## src/rtl/stream_demux.sv

```systemverilog
// Packet-locked 1-to-N stream demultiplexer. The first beat of each packet
// picks a destination channel; packets aimed at a missing channel are dropped.
module stream_demux #(
  parameter int WIDTH = 8,
  parameter int N_OUT = 4,
  parameter int SEL_W = 3
) (
  input  logic             clk,
  input  logic             rst,
  input  logic             s_valid,
  output logic             s_ready,
  input  logic [WIDTH-1:0] s_data,
  input  logic             s_last,
  input  logic [SEL_W-1:0] sel,
  output logic [N_OUT-1:0] m_valid,
  input  logic [N_OUT-1:0] m_ready,
  output logic [WIDTH-1:0] m_data,
  output logic             m_last,
  output logic [7:0]       drop_count,
  output logic [1:0]       state_dbg
);

  // Handshake: a beat moves on either side only in a cycle where valid and
  // ready are both high; valid never waits on ready, and once raised the
  // output beat (m_valid/m_data/m_last) is held unchanged until accepted.

  typedef enum logic [1:0] {
    IDLE  = 2'd0,
    ROUTE = 2'd1,
    DROP  = 2'd2
  } state_t;

  state_t state, state_nxt;

  logic             ov;
  logic [WIDTH-1:0] odata;
  logic             olast;
  logic [SEL_W-1:0] odest;
  logic [SEL_W-1:0] dest_q, dest_nxt;
  logic [SEL_W-1:0] load_dest;

  logic out_ready;
  logic accept;
  logic sel_ok;
  logic load;
  logic drop_first;

  // Per-channel valid decode of the single output register.
  for (genvar g = 0; g < N_OUT; g++) begin : g_valid
    assign m_valid[g] = ov && (odest == SEL_W'(g));
  end

  // With ov set, exactly the addressed channel is in m_valid, so this is
  // m_ready[odest] without indexing past N_OUT when SEL_W is wider.
  assign out_ready = |(m_valid & m_ready);

  assign sel_ok    = ($unsigned(32'(sel)) < $unsigned(N_OUT));
  assign s_ready   = (state == DROP) || !ov || out_ready;
  assign accept    = s_valid && s_ready;
  assign m_data    = odata;
  assign m_last    = olast;
  assign state_dbg = state;

  always_comb begin
    state_nxt  = state;
    dest_nxt   = dest_q;
    load       = 1'b0;
    load_dest  = dest_q;
    drop_first = 1'b0;
    case (state)
      IDLE: begin
        if (accept) begin
          if (sel_ok) begin
            load      = 1'b1;
            load_dest = sel;
            dest_nxt  = sel;
            if (!s_last) state_nxt = ROUTE;
          end else begin
            drop_first = 1'b1;
            if (!s_last) state_nxt = DROP;
          end
        end
      end
      ROUTE: begin
        if (accept) begin
          load = 1'b1;
          if (s_last) state_nxt = IDLE;
        end
      end
      DROP: begin
        if (accept && s_last) state_nxt = IDLE;
      end
      default: state_nxt = IDLE;
    endcase
  end

  always_ff @(posedge clk or posedge rst) begin
    if (rst) begin
      state  <= IDLE;
      dest_q <= '0;
    end else begin
      state  <= state_nxt;
      dest_q <= dest_nxt;
    end
  end

  // Output register: a reload in the same cycle as completion keeps ov high.
  always_ff @(posedge clk or posedge rst) begin
    if (rst) begin
      ov    <= 1'b0;
      odata <= '0;
      olast <= 1'b0;
      odest <= '0;
    end else if (load) begin
      ov    <= 1'b1;
      odata <= s_data;
      olast <= s_last;
      odest <= load_dest;
    end else if (ov && out_ready) begin
      ov <= 1'b0;
    end
  end

  always_ff @(posedge clk or posedge rst) begin
    if (rst) begin
      drop_count <= '0;
    end else if (drop_first && (drop_count != 8'hFF)) begin
      drop_count <= drop_count + 8'd1;
    end
  end

endmodule
```

## config.mk

```make
export PLATFORM = sky130hd
export DESIGN_NAME = stream_demux
export DESIGN_NICKNAME = d
export VERILOG_FILES = /design/src/rtl/stream_demux.sv
export SDC_FILE = /design/constraint.sdc
export NUM_CORES = 1
export LEC_CHECK = 0
export ABC_CLOCK_PERIOD_IN_PS = 2800
export BUFFER_PORTS_ARGS = -buffer_cell sky130_fd_sc_hd__buf_2
export CAP_MARGIN = 20
export CORE_MARGIN = 1.5
export CORE_UTILIZATION = 25
export DETAILED_ROUTE_END_ITERATION = 6
export GPL_ROUTABILITY_DRIVEN = 0
export MAX_ROUTING_LAYER = met4
export SLEW_MARGIN = 10
export SYNTH_ARGS = -nofsm -noshare
export SYNTH_HDL_FRONTEND = slang
export SYNTH_SLANG_ARGS = --single-unit
```

## constraint.sdc

```tcl
create_clock -name clk -period 2.8 [get_ports clk]
set_input_delay 0.28 -clock clk [delete_from_list [all_inputs] [get_ports clk]]
set_output_delay 0.28 -clock clk [all_outputs]
set_load 0.01 [all_outputs]
```

-- Word level (Yosys, flattened, before mapping)
Index checks and enable logic that the tools add are counted.
- output and inout bits: 24
- register bits: 26
- word-level logic and storage cells: 57
- bits of input ports: 19
- equal/unequal tests: 11
- reductions and logical operators: 16
- bitwise logic cells: 1
- add/subtract/negate cells: 1
- muxes and demuxes: 20
- $lt $le $gt $ge: 1
- operators by type and width (cell ; number):
    $mux 2 ; 7
    $mux 3 ; 3
    $add 8x1->8 const B ; 1
    $logic_and 1x1->1 ; 8
    $mux 1 ; 8
    $ne 2x2->1 const B ; 4
    $ne 8x8->1 const B ; 1
    $eq 3x2->1 const B ; 2
    $pmux 2 s3 ; 1
    $reduce_and 5->1 ; 1
    $and 4x4->4 ; 1
    $reduce_or 4->1 ; 1
    $eq 3x1->1 const B ; 1
    $logic_not 3->1 ; 1
    $lt 3x3->1 const B ; 1
    $eq 2x1->1 const B ; 1
    $eq 2x2->1 const B ; 1
    $logic_not 2->1 ; 1
    $logic_or 1x1->1 ; 2
    $ne 2x1->1 const B ; 1
    $pmux 1 s2 ; 1
    $reduce_bool 2->1 ; 1
    $logic_not 1->1 ; 1

-- Longest topological paths before layout
Gate-level depths: netlist of the first run.
- depth after elaboration: 9
- depth in mapped cells: 7
- gate-level depth less buffers: 5

-- Worst setup path before layout of the first run
OpenSTA, ideal clock, no wires.
- path kind: register to register
- from: register odest[1]
- to: register odata[0] (netlist: m_data[0])
- stages on the path, launching flop included: 8
- path slack: 589 ps
- buffers on the path: 3
- arrival time: 2085 ps
- required time: 2675 ps
- path through: dfrtp_1 -> or3b_1 -> o221a_1 -> buf_6 -> or3_4 -> buf_6 -> buf_12 -> mux2_4
- word-level cells in the longest chain between the ends: 8
- elaborated cells on any way between the ends: 15
- ends and longest elaborated chain (item ; RTL line ; source):
    start, declared ; 38 ; logic [SEL_W-1:0] odest;
    start signal, assigned ; 118 ; odest <= load_dest;
    $eq 3x1->1 (tied with other cells) ; 50 ; assign m_valid[g] = ov && (odest == SEL_W'(g));
    $logic_and 1x1->1 ; 50 ;
    $and 4x4->4 * ; 55 ; assign out_ready = |(m_valid & m_ready);
    $reduce_or 4->1 * ; 55 ;
    $logic_or 1x1->1 * ; 58 ; assign s_ready = (state == DROP) || !ov || out_ready;
    $logic_and 1x1->1 * ; 59 ; assign accept = s_valid && s_ready;
    $mux 1 (on tied branches) ; 85, 72 ;
    $pmux 1 s2 * ; 70 ; case (state)
    end signal, assigned ; 116 ; odata <= s_data;
    end, declared ; 36 ; logic [WIDTH-1:0] odata;
Mark *: on every way between the ends. The rest lies on a longest branch, timed or not.
A chain may end at the register's enable or synchronous reset.

-- Worst setup path after layout of the first run
- from: register odest[1]
- to: register odata[2] (netlist: m_data[2])
Same word-level chain as after synthesis.

==> results.py, run 1 <==
metrics = {
    "run_status": {
        "run_status": "finished clean",
    },
    "route": {
        "route.final.wire_length_um": 2651,
        "first_iter_violations": 37,
        "viasPerCell": 4.493,
        "drt-wirelength-per-cell_um": 12.56,
        "drt_first_pass_iters": 4,
        "vias": 948,
        "postRouteAntennaNets": 0,
        "drc_viols": 0,
    },
    "sta": {
        "pin_slew_with_the_least_headroom_to_its_limit_ns": 0.4761,
        "grt_setup_unrepaired": "no",
        "final_max_slew_viol_count": 0,
        "worst_slew_margin_rel_pct": 68.23,
        "finalWorstPathRequiredPeriod_ns": 2.179,
        "fin_skew_ns": 0.002746,
        "maxClockFrequency_mhz": 458.9,
        "finalSetupViolations": 0,
        "fin_crit_sh_pct": 77.82,
        "finalSetupTns_ns": 0,
        "final-hold-violation-count": 0,
    },
    "pwr": {
        "vdd.ir_drop.worst_v": 0.0005194,
        "power.density_nw_per_um2": 980.9,
        "leakagePower_nw": 0.8051,
        "total_power_w": 0.001561,
        "internal-power_w": 0.0009924,
        "power.share.sequential_pct": 41.7,
        "switching_share_pct": 36.43,
        "comb_power_share_pct": 42.7,
        "clock_power_share_pct": 15.6,
        "netSwitchingPower_w": 0.0005688,
    },
    "synthesis": {
        "synth_cells": 100,
        "synth.yosys.seq_area_share_pct": 51.74,
        "synth_seq_cells": 26,
        "synth_nets": 120,
        "synthesis.area_um2": 1257,
        "synth_largest_type_area_fraction_pct": 51.74,
        "syn_avg_cell_area_um2": 12.57,
        "yosys-top-cells-area": "sky130_fd_sc_hd__dfrtp_1, sky130_fd_sc_hd__mux2_4, sky130_fd_sc_hd__mux2_2",
        "post_synth_num_cell_types": 32,
        "synth-warning-count": 0,
        "synthDominantAreaCellType": "sky130_fd_sc_hd__dfrtp_1",
    },
    "worst_setup_path": {
        "path_max_fanout": 13,
        "timing_worst_setup_path_type": "register to register",
        "crit_path_cell_trace": "or3b_1, o221a_1, or3_4, mux2_4",
        "cpMaxStageDelayCell": "sky130_fd_sc_hd__or3_4",
        "crit_path_end_kind": "register",
        "crit_required_ns": 2.96,
        "cp_data_arrival_time_ns": 2.34,
        "cp-start-kind": "register",
        "cpPeakStageDelay_ns": 0.54,
    },
    "global_routing": {
        "grt_overflow": 0,
        "grt_pass1_vias": 780,
        "grt_antenna_before_repair": 0,
        "global_route_wire_length_before_repair_um": 4008,
        "grt_max_degree": 27,
        "gr-usage-all-layers_pct": 10.04,
    },
    "placement": {
        "dp_hpwl_um": 1983,
        "port-buffer-count": 42,
    },
    "finish": {
        "final.fill_count": 490,
        "most-common-layout-cells": "sky130_fd_sc_hd__buf_2, sky130_fd_sc_hd__dfrtp_1, sky130_fd_sc_hd__mux2_2, sky130_fd_sc_hd__mux2_4, sky130_fd_sc_hd__xor2_1",
        "area_growth_syn_to_layout_pct": 26.57,
        "layout_commonest_cell": "sky130_fd_sc_hd__buf_2",
        "multi_input_comb_area_um2": 545.5,
        "diodes": 0,
        "sequential_cell_area_um2": 650.6,
        "num-nets-final": 165,
        "drive_above_1_share_pct": 44.44,
    },
    "clocking": {
        "clkTransAtPathRegs_ns": 0.09,
        "cts-hold-fix-buffers": 0,
        "htree_num_levels": 1,
        "clockRootBuffer": "sky130_fd_sc_hd__clkbuf_8",
        "cts_setup_buffers": 0,
        "clkLatencyLatePin_ns": 0.27,
        "tritoncts": "built",
        "cts_inserted_buffers": 3,
        "cts_buffer_depth": 2,
        "numClockSinks": 26,
        "cts.repair.resized": 0,
    },
    "floorplan": {
        "start_util_pct": 26.27,
        "placement_rows": 25,
        "floorplan.die.width_um": 73.92,
        "dieArea_um2": 5464,
        "io_pins": 43,
        "chipHeight_um": 73.92,
        "fp.coreArea_um2": 4786,
    },
    "flow_run": {
        "number_of_max_cap_violations": 0,
    },
    "hold_path": {
        "hold_class": "input port to asynchronous set/reset pin",
    },
}
[area by class of cell]
cell class,instances,area share (%)
inverters,5,1.179
flip-flops and latches,26,40.88
well taps,67,5.267
multi-input cells,66,34.28
repair buffers,43,14.94
clock buffers,4,3.459
[power groups by stage]
stage	clock network [W]	registers, W	logic (W)
floorplan	0	0.000686	0.000452
global placement	0	0.000655	0.000664
detailed placement	0	0.000656	0.000668
CTS	0.000253	0.000650	0.000669
global route	0.000272	0.000677	0.000726
finish	0.000244	0.000651	0.000666
[sequential cells by signal, indices dropped and copies added (netlist names)]
register and count:
drop_count 8, m_last 1, dest_q 3, ov 1, state_dbg 2, odest 3
m_data 8
[per-stage QoR]
stage	utilization, %	instances	setup slack [ns]	area [µm²]	hold slack, ns
global placement	31.53	206	0.6453	1509	0.4856
finish	33.25	211	0.6209	1592	0.002124
floorplan	-	100	0.5894	1257	0.3200
detailed placement	31.53	206	0.6216	1509	0.4803
global route	33.25	211	0.5390	1592	0.02885
CTS	32.68	210	0.6110	1564	0.2278
[layer usage]
metal	vias to the layer above	wire length, µm	global-route usage (%)
met5	-	0	-
met4	0	25	2.469
met3	5	171	3.018
met2	34	1065	12.80
met1	455	1388	15.16
li1	454	-	-
[cell usage after synthesis]
cell type,number
sky130_fd_sc_hd__nor2_1,4
sky130_fd_sc_hd__buf_6,2
sky130_fd_sc_hd__and4_1,1
sky130_fd_sc_hd__mux2i_1,4
sky130_fd_sc_hd__xor2_1,6
sky130_fd_sc_hd__mux2_2,7
sky130_fd_sc_hd__o21ai_0,2
sky130_fd_sc_hd__nand2_1,5
sky130_fd_sc_hd__or3_4,1
sky130_fd_sc_hd__dfrtp_1,26
sky130_fd_sc_hd__nor4_1,4
sky130_fd_sc_hd__o221a_1,1
sky130_fd_sc_hd__o211ai_1,1
sky130_fd_sc_hd__nand3_1,5
sky130_fd_sc_hd__o221ai_1,1
sky130_fd_sc_hd__a221oi_1,1
sky130_fd_sc_hd__a32o_1,1
sky130_fd_sc_hd__ha_1,1
sky130_fd_sc_hd__inv_1,5
sky130_fd_sc_hd__or3_2,1
sky130_fd_sc_hd__a31oi_1,1
sky130_fd_sc_hd__buf_12,1
sky130_fd_sc_hd__and2_1,1
sky130_fd_sc_hd__nand4_1,1
sky130_fd_sc_hd__mux2_4,7
sky130_fd_sc_hd__or2b_2,1
sky130_fd_sc_hd__nor2b_1,1
sky130_fd_sc_hd__a311oi_1,1
sky130_fd_sc_hd__xnor2_1,1
sky130_fd_sc_hd__or3b_1,1
sky130_fd_sc_hd__nor4b_1,1
sky130_fd_sc_hd__nor3_1,4
[cell families after synthesis]
logic type                 Yosys count  synth area share, %
and+or+nand+nor                     31                14.03
buffers and inverters                8                4.876
DFF                                 26                51.74
muxes                               18                17.81
xor gates and xnor gates             7                4.876
adders and majority gates            1               0.9949
AOI/OAI and AO/OA                    9                5.673
[critical path, delay by kind of cell, from the launching register on]
| kind | cells | cell delay (ns) |
|---|---|---|
| mux | 1 | 0.33 |
| simple gates | 2 | 0.97 |
| compound gates | 1 | 0.38 |
| flops | 1 | 0.39 |
[final timing paths]
path / startpoint / to / slack, ns / cells after the start
max: odest[1] / m_data[2] / 0.62 / 4
min: rst / m_data[7] / 0.002 / 2
max reg2reg: odest[1] / m_data[2] / 0.62 / 4
min reg2reg: drop_count[5] / drop_count[5] / 0.51 / 1
max in group asynchronous: rst / drop_count[2] / 2.35 / 3
min in group clk: s_data[7] / m_data[7] / 0.23 / 2
No activity file was read; power rests on OpenSTA's default activity.
==> run 2, diff against run 1 <==
- ABC_CLOCK_PERIOD_IN_PS: 2800 -> 2000
- clock period: 2.8 -> 2 ns (I/O delays scaled with it)
==> results.py, run 2 (synthesized netlist as in run 1, its figures left out) <==
metrics = {
    "global_routing": {
        "grt_antenna_before_repair": 0,
        "grt_max_degree": 27,
        "global_route_wire_length_before_repair_um": 4692,
        "grt_overflow": 0,
        "gr-usage-all-layers_pct": 11.59,
        "grt_pass1_vias": 954,
    },
    "floorplan": {
        "dieArea_um2": 5464,
        "io_pins": 43,
        "floorplan.die.width_um": 73.92,
        "start_util_pct": 26.27,
        "chipHeight_um": 73.92,
        "fp.coreArea_um2": 4786,
        "placement_rows": 25,
    },
    "sta": {
        "maxClockFrequency_mhz": 505.4,
        "worst_slew_margin_rel_pct": 77.02,
        "final-hold-violation-count": 0,
        "final_max_slew_viol_count": 0,
        "grt_setup_unrepaired": "yes",
        "fin_crit_sh_pct": 98.93,
        "finalWorstPathRequiredPeriod_ns": 1.979,
        "hold_slack_ns": 0.1566,
        "finalSetupViolations": 0,
        "pin_slew_with_the_least_headroom_to_its_limit_ns": 0.3415,
        "finalSetupTns_ns": 0,
        "fin_skew_ns": 0.002877,
    },
    "route": {
        "viasPerCell": 4.538,
        "drt-wirelength-per-cell_um": 12.80,
        "first_iter_violations": 33,
        "drt_first_pass_iters": 4,
        "postRouteAntennaNets": 0,
        "vias": 1003,
        "drc_viols": 0,
        "route.final.wire_length_um": 2829,
    },
    "worst_setup_path": {
        "cp-start-kind": "register",
        "path_max_fanout": 7,
        "timing_worst_setup_path_type": "register to register",
        "cp_data_arrival_time_ns": 2.14,
        "crit_path_end_kind": "register",
        "crit_required_ns": 2.16,
    },
    "finish": {
        "area_growth_syn_to_layout_pct": 32.74,
        "fin_util_pct": 34.88,
        "layout_commonest_cell": "sky130_fd_sc_hd__buf_2",
        "most-common-layout-cells": "sky130_fd_sc_hd__buf_2, sky130_fd_sc_hd__dfrtp_1, sky130_fd_sc_hd__buf_4",
        "num-nets-final": 176,
        "diodes": 0,
        "drive_above_1_share_pct": 49.35,
        "final.fill_count": 496,
        "fin_cells": 221,
    },
    "clocking": {
        "tritoncts": "built",
        "numClockSinks": 26,
        "clkLatencyLatePin_ns": 0.27,
        "clockRootBuffer": "sky130_fd_sc_hd__clkbuf_8",
        "clkTransAtPathRegs_ns": 0.09,
        "htree_num_levels": 1,
        "cts_buffer_depth": 2,
        "cts_inserted_buffers": 3,
    },
    "pwr": {
        "total_power_w": 0.002349,
        "leakagePower_nw": 0.8474,
        "power.density_nw_per_um2": 1408,
        "vdd.ir_drop.worst_v": 0.0007580,
    },
    "flow_run": {
        "number_of_max_cap_violations": 0,
    },
    "hold_path": {
        "hold_class": "input port to register",
    },
    "run_status": {
        "run_status": "finished clean",
    },
    "placement": {
        "numPlacedInstances": 216,
        "dp_hpwl_um": 2053,
        "port-buffer-count": 42,
    },
}
-- run 2: path summary, 6_finish.rpt --
kind                               startpoint       endpoint  slack (ns)  cells after the start
worst min register to register  drop_count[5]  drop_count[5]        0.51                      1
worst min-delay path                s_data[5]      m_data[5]        0.16                      2
worst max-delay path                 odest[2]      m_data[4]        0.02                      4
min in group asynchronous                 rst      m_data[6]        0.52                      4
worst max register to register       odest[2]      m_data[4]        0.02                      4
max in group asynchronous                 rst   state_dbg[0]        1.22                      4
-- run 2: report_power, final --
group          switching [W]  leakage, nW  total, W  internal, W
logic               0.000549        0.502   0.00117     0.000622
clock network       0.000161       0.0216  0.000296     0.000135
registers           0.000151        0.324  0.000882     0.000731
-- run 2: repair_timing --
action | in CTS | in global routing
pin swaps | 2 | 3
endpoints found under the hold margin | 26 | 0
gates resized for setup | 2 | 4
hold buffers | 1 | 0
setup endpoints to repair | 11 | 10
gates cloned | 1 | 0
setup buffers | 0 | 0
-- run 2: metal layers --
layer | routed length (µm) | GRT usage, %
met2 | 1226 | 16.57
met4 | 7 | 1.852
met3 | 183 | 2.881
met1 | 1411 | 16.74
met5 | 0 | -
-- run 2: critical path, cell delays in order, from the launching register on --
cell and delay [ns]:
sky130_fd_sc_hd__dfrtp_1 0.40, sky130_fd_sc_hd__or3b_4 0.41, sky130_fd_sc_hd__o221a_4 0.33, sky130_fd_sc_hd__or3_4 0.42, sky130_fd_sc_hd__mux2_4 0.32
-- run 2: through the flow --
stage / worst slack [ns] / area, µm²
finish: 0.02138 / 1669
floorplan: -0.1588 / 1260
CTS: 0.001096 / 1658
global placement: 0.02489 / 1587
global route: -0.01777 / 1669
detailed placement: -0.005447 / 1587
-- run 2: layout make-up --
cell class,instances,area (µm²),share of cell area (%)
Multi-Input combinational cell,67,575.6,34.48
Tap cell,67,83.83,5.022
Clock buffer,3,41.29,2.474
Timing Repair Buffer,53,299.0,17.92
Sequential cell,26,650.6,38.98
Inverter,5,18.77,1.124
==> run 3, diff against run 2 <==
- CTS_BUF_LIST: not set -> sky130_fd_sc_hd__clkbuf_16
==> results.py, run 3 (synthesized netlist as in run 1, its figures left out) <==
metrics = {
    "finish": {
        "fin_util_pct": 35.42,
        "area_growth_syn_to_layout_pct": 34.83,
        "final.fill_count": 487,
        "fin_area_um2": 1695,
        "num-nets-final": 176,
        "layout_commonest_cell": "sky130_fd_sc_hd__buf_2",
        "drive_above_1_share_pct": 48.70,
        "sequential_cell_area_um2": 650.6,
        "most-common-layout-cells": "sky130_fd_sc_hd__buf_2, sky130_fd_sc_hd__dfrtp_1, sky130_fd_sc_hd__buf_4",
        "diodes": 0,
        "multi_input_comb_area_um2": 571.8,
    },
    "route": {
        "route.final.wire_length_um": 2829,
        "postRouteAntennaNets": 0,
        "first_iter_violations": 37,
        "viasPerCell": 4.493,
        "drt-wirelength-per-cell_um": 12.80,
        "vias": 993,
        "drc_viols": 0,
        "drt_first_pass_iters": 4,
    },
    "global_routing": {
        "gr-usage-all-layers_pct": 11.53,
        "grt_overflow": 0,
        "global_route_wire_length_before_repair_um": 4595,
        "grt_antenna_before_repair": 0,
        "gr-usage-met3_pct": 3.292,
        "busiest_layer": "met1",
        "grt_pass1_vias": 922,
        "groute.layer.met2.usage_pct": 15.58,
        "grt_use_met1_pct": 16.91,
        "grt_max_degree": 27,
    },
    "pwr": {
        "power.share.sequential_pct": 35.6,
        "vdd.ir_drop.worst_v": 0.0005446,
        "netSwitchingPower_w": 0.0008678,
        "comb_power_share_pct": 46.3,
        "switching_share_pct": 35.06,
        "clock_power_share_pct": 18.1,
        "leakagePower_nw": 0.8609,
        "total_power_w": 0.002475,
        "internal-power_w": 0.001607,
        "power.density_nw_per_um2": 1460,
    },
    "sta": {
        "fin_crit_sh_pct": 97.91,
        "worst_slew_margin_rel_pct": 76.99,
        "hold_slack_ns": 0.1655,
        "final_max_slew_viol_count": 0,
        "finalWorstPathRequiredPeriod_ns": 1.958,
        "final-hold-violation-count": 0,
        "maxClockFrequency_mhz": 510.7,
        "fin_skew_ns": 0.001168,
        "grt_setup_unrepaired": "no",
        "finalSetupViolations": 0,
        "pin_slew_with_the_least_headroom_to_its_limit_ns": 0.3420,
    },
    "clocking": {
        "clkTransAtPathRegs_ns": 0.06,
        "clockRootBuffer": "sky130_fd_sc_hd__clkbuf_16",
        "tritoncts": "built",
        "numClockSinks": 26,
        "clkLatencyLatePin_ns": 0.26,
        "cts_buffer_depth": 2,
        "cts_inserted_buffers": 3,
        "htree_num_levels": 1,
    },
    "worst_setup_path": {
        "cp-start-kind": "register",
        "crit_path_end_kind": "primary output",
        "crit_required_ns": 1.80,
        "path_max_fanout": 7,
        "timing_worst_setup_path_type": "register to primary output",
        "cp_data_arrival_time_ns": 1.76,
    },
    "run_status": {
        "run_status": "finished clean",
    },
    "floorplan": {
        "chipHeight_um": 73.92,
        "fp.coreArea_um2": 4786,
        "dieArea_um2": 5464,
        "start_util_pct": 26.27,
        "placement_rows": 25,
        "floorplan.die.width_um": 73.92,
        "io_pins": 43,
    },
    "hold_path": {
        "hold_class": "input port to register",
    },
    "placement": {
        "dp_hpwl_um": 2053,
        "place_area_um2": 1587,
        "port-buffer-count": 42,
    },
    "flow_run": {
        "number_of_max_cap_violations": 0,
    },
}
[run 3: what timing repair did]
item | 4_1_cts | 5_1_grt
setup endpoints to repair | 9 | 11
endpoints found under the hold margin | 13 | 0
gates resized for setup | 1 | 2
setup buffers | 0 | 0
gates cloned | 0 | 1
hold buffers | 1 | 0
pin swaps | 1 | 0
[run 3: power by group through the flow]
stage	sequential, W	combinational, W	clock [W]
after CTS	0.000884	0.00113	0.000459
after floorplan	0.000962	0.000641	0
after global routing	0.000918	0.00127	0.000479
after global placement	0.000894	0.00109	0
after detailed placement	0.000891	0.00111	0
final	0.000882	0.00114	0.000448
[run 3: area by class of cell]
type                       instances  area share [%]
clock buffer                       3           4.428
inverter                           5           1.107
multi-input combinational         67           33.73
tap                               67           4.945
sequential                        26           38.38
timing repair buffer              53           17.42
[run 3: critical path, cell delays in order (launching register included)]
cell,delay (ns)
sky130_fd_sc_hd__dfrtp_1,0.39
sky130_fd_sc_hd__or3b_4,0.41
sky130_fd_sc_hd__o221a_4,0.30
sky130_fd_sc_hd__buf_4,0.16
sky130_fd_sc_hd__o21ai_0,0.08
sky130_fd_sc_hd__buf_2,0.16
[run 3: final timing paths]
kind / start / to / slack (ns) / cells past startpoint
max: odest[2] / s_ready / 0.04 / 5
min: s_data[7] / m_data[7] / 0.17 / 2
max reg2reg: odest[2] / m_data[4] / 0.06 / 4
min reg2reg: m_data[7] / m_data[7] / 0.50 / 1
max in group asynchronous: rst / state_dbg[1] / 1.21 / 4
min in group asynchronous: rst / m_data[7] / 0.53 / 4
[run 3: layer usage]
| metal | up-vias | routed length [µm] | share of wire (%) |
|---|---|---|---|
| li1 | 469 | - | - |
| met1 | 476 | 1429 | 51 |
| met2 | 44 | 1169 | 41 |
| met3 | 4 | 209 | 7.4 |
| met4 | 0 | 20 | 0.71 |
| met5 | - | 0 | 0 |
[run 3: metrics by stage]
step | setup WS, ns | std cells | setup TNS (ns)
2_1_floorplan | -0.1588 | 100 | -1.231
3_3_place_gp | 0.02489 | 216 | 0
3_5_place_dp | -0.005447 | 216 | -0.01992
4_1_cts | 0.02318 | 220 | 0
5_1_grt | 0.001853 | 221 | 0
6_report | 0.04182 | 221 | 0
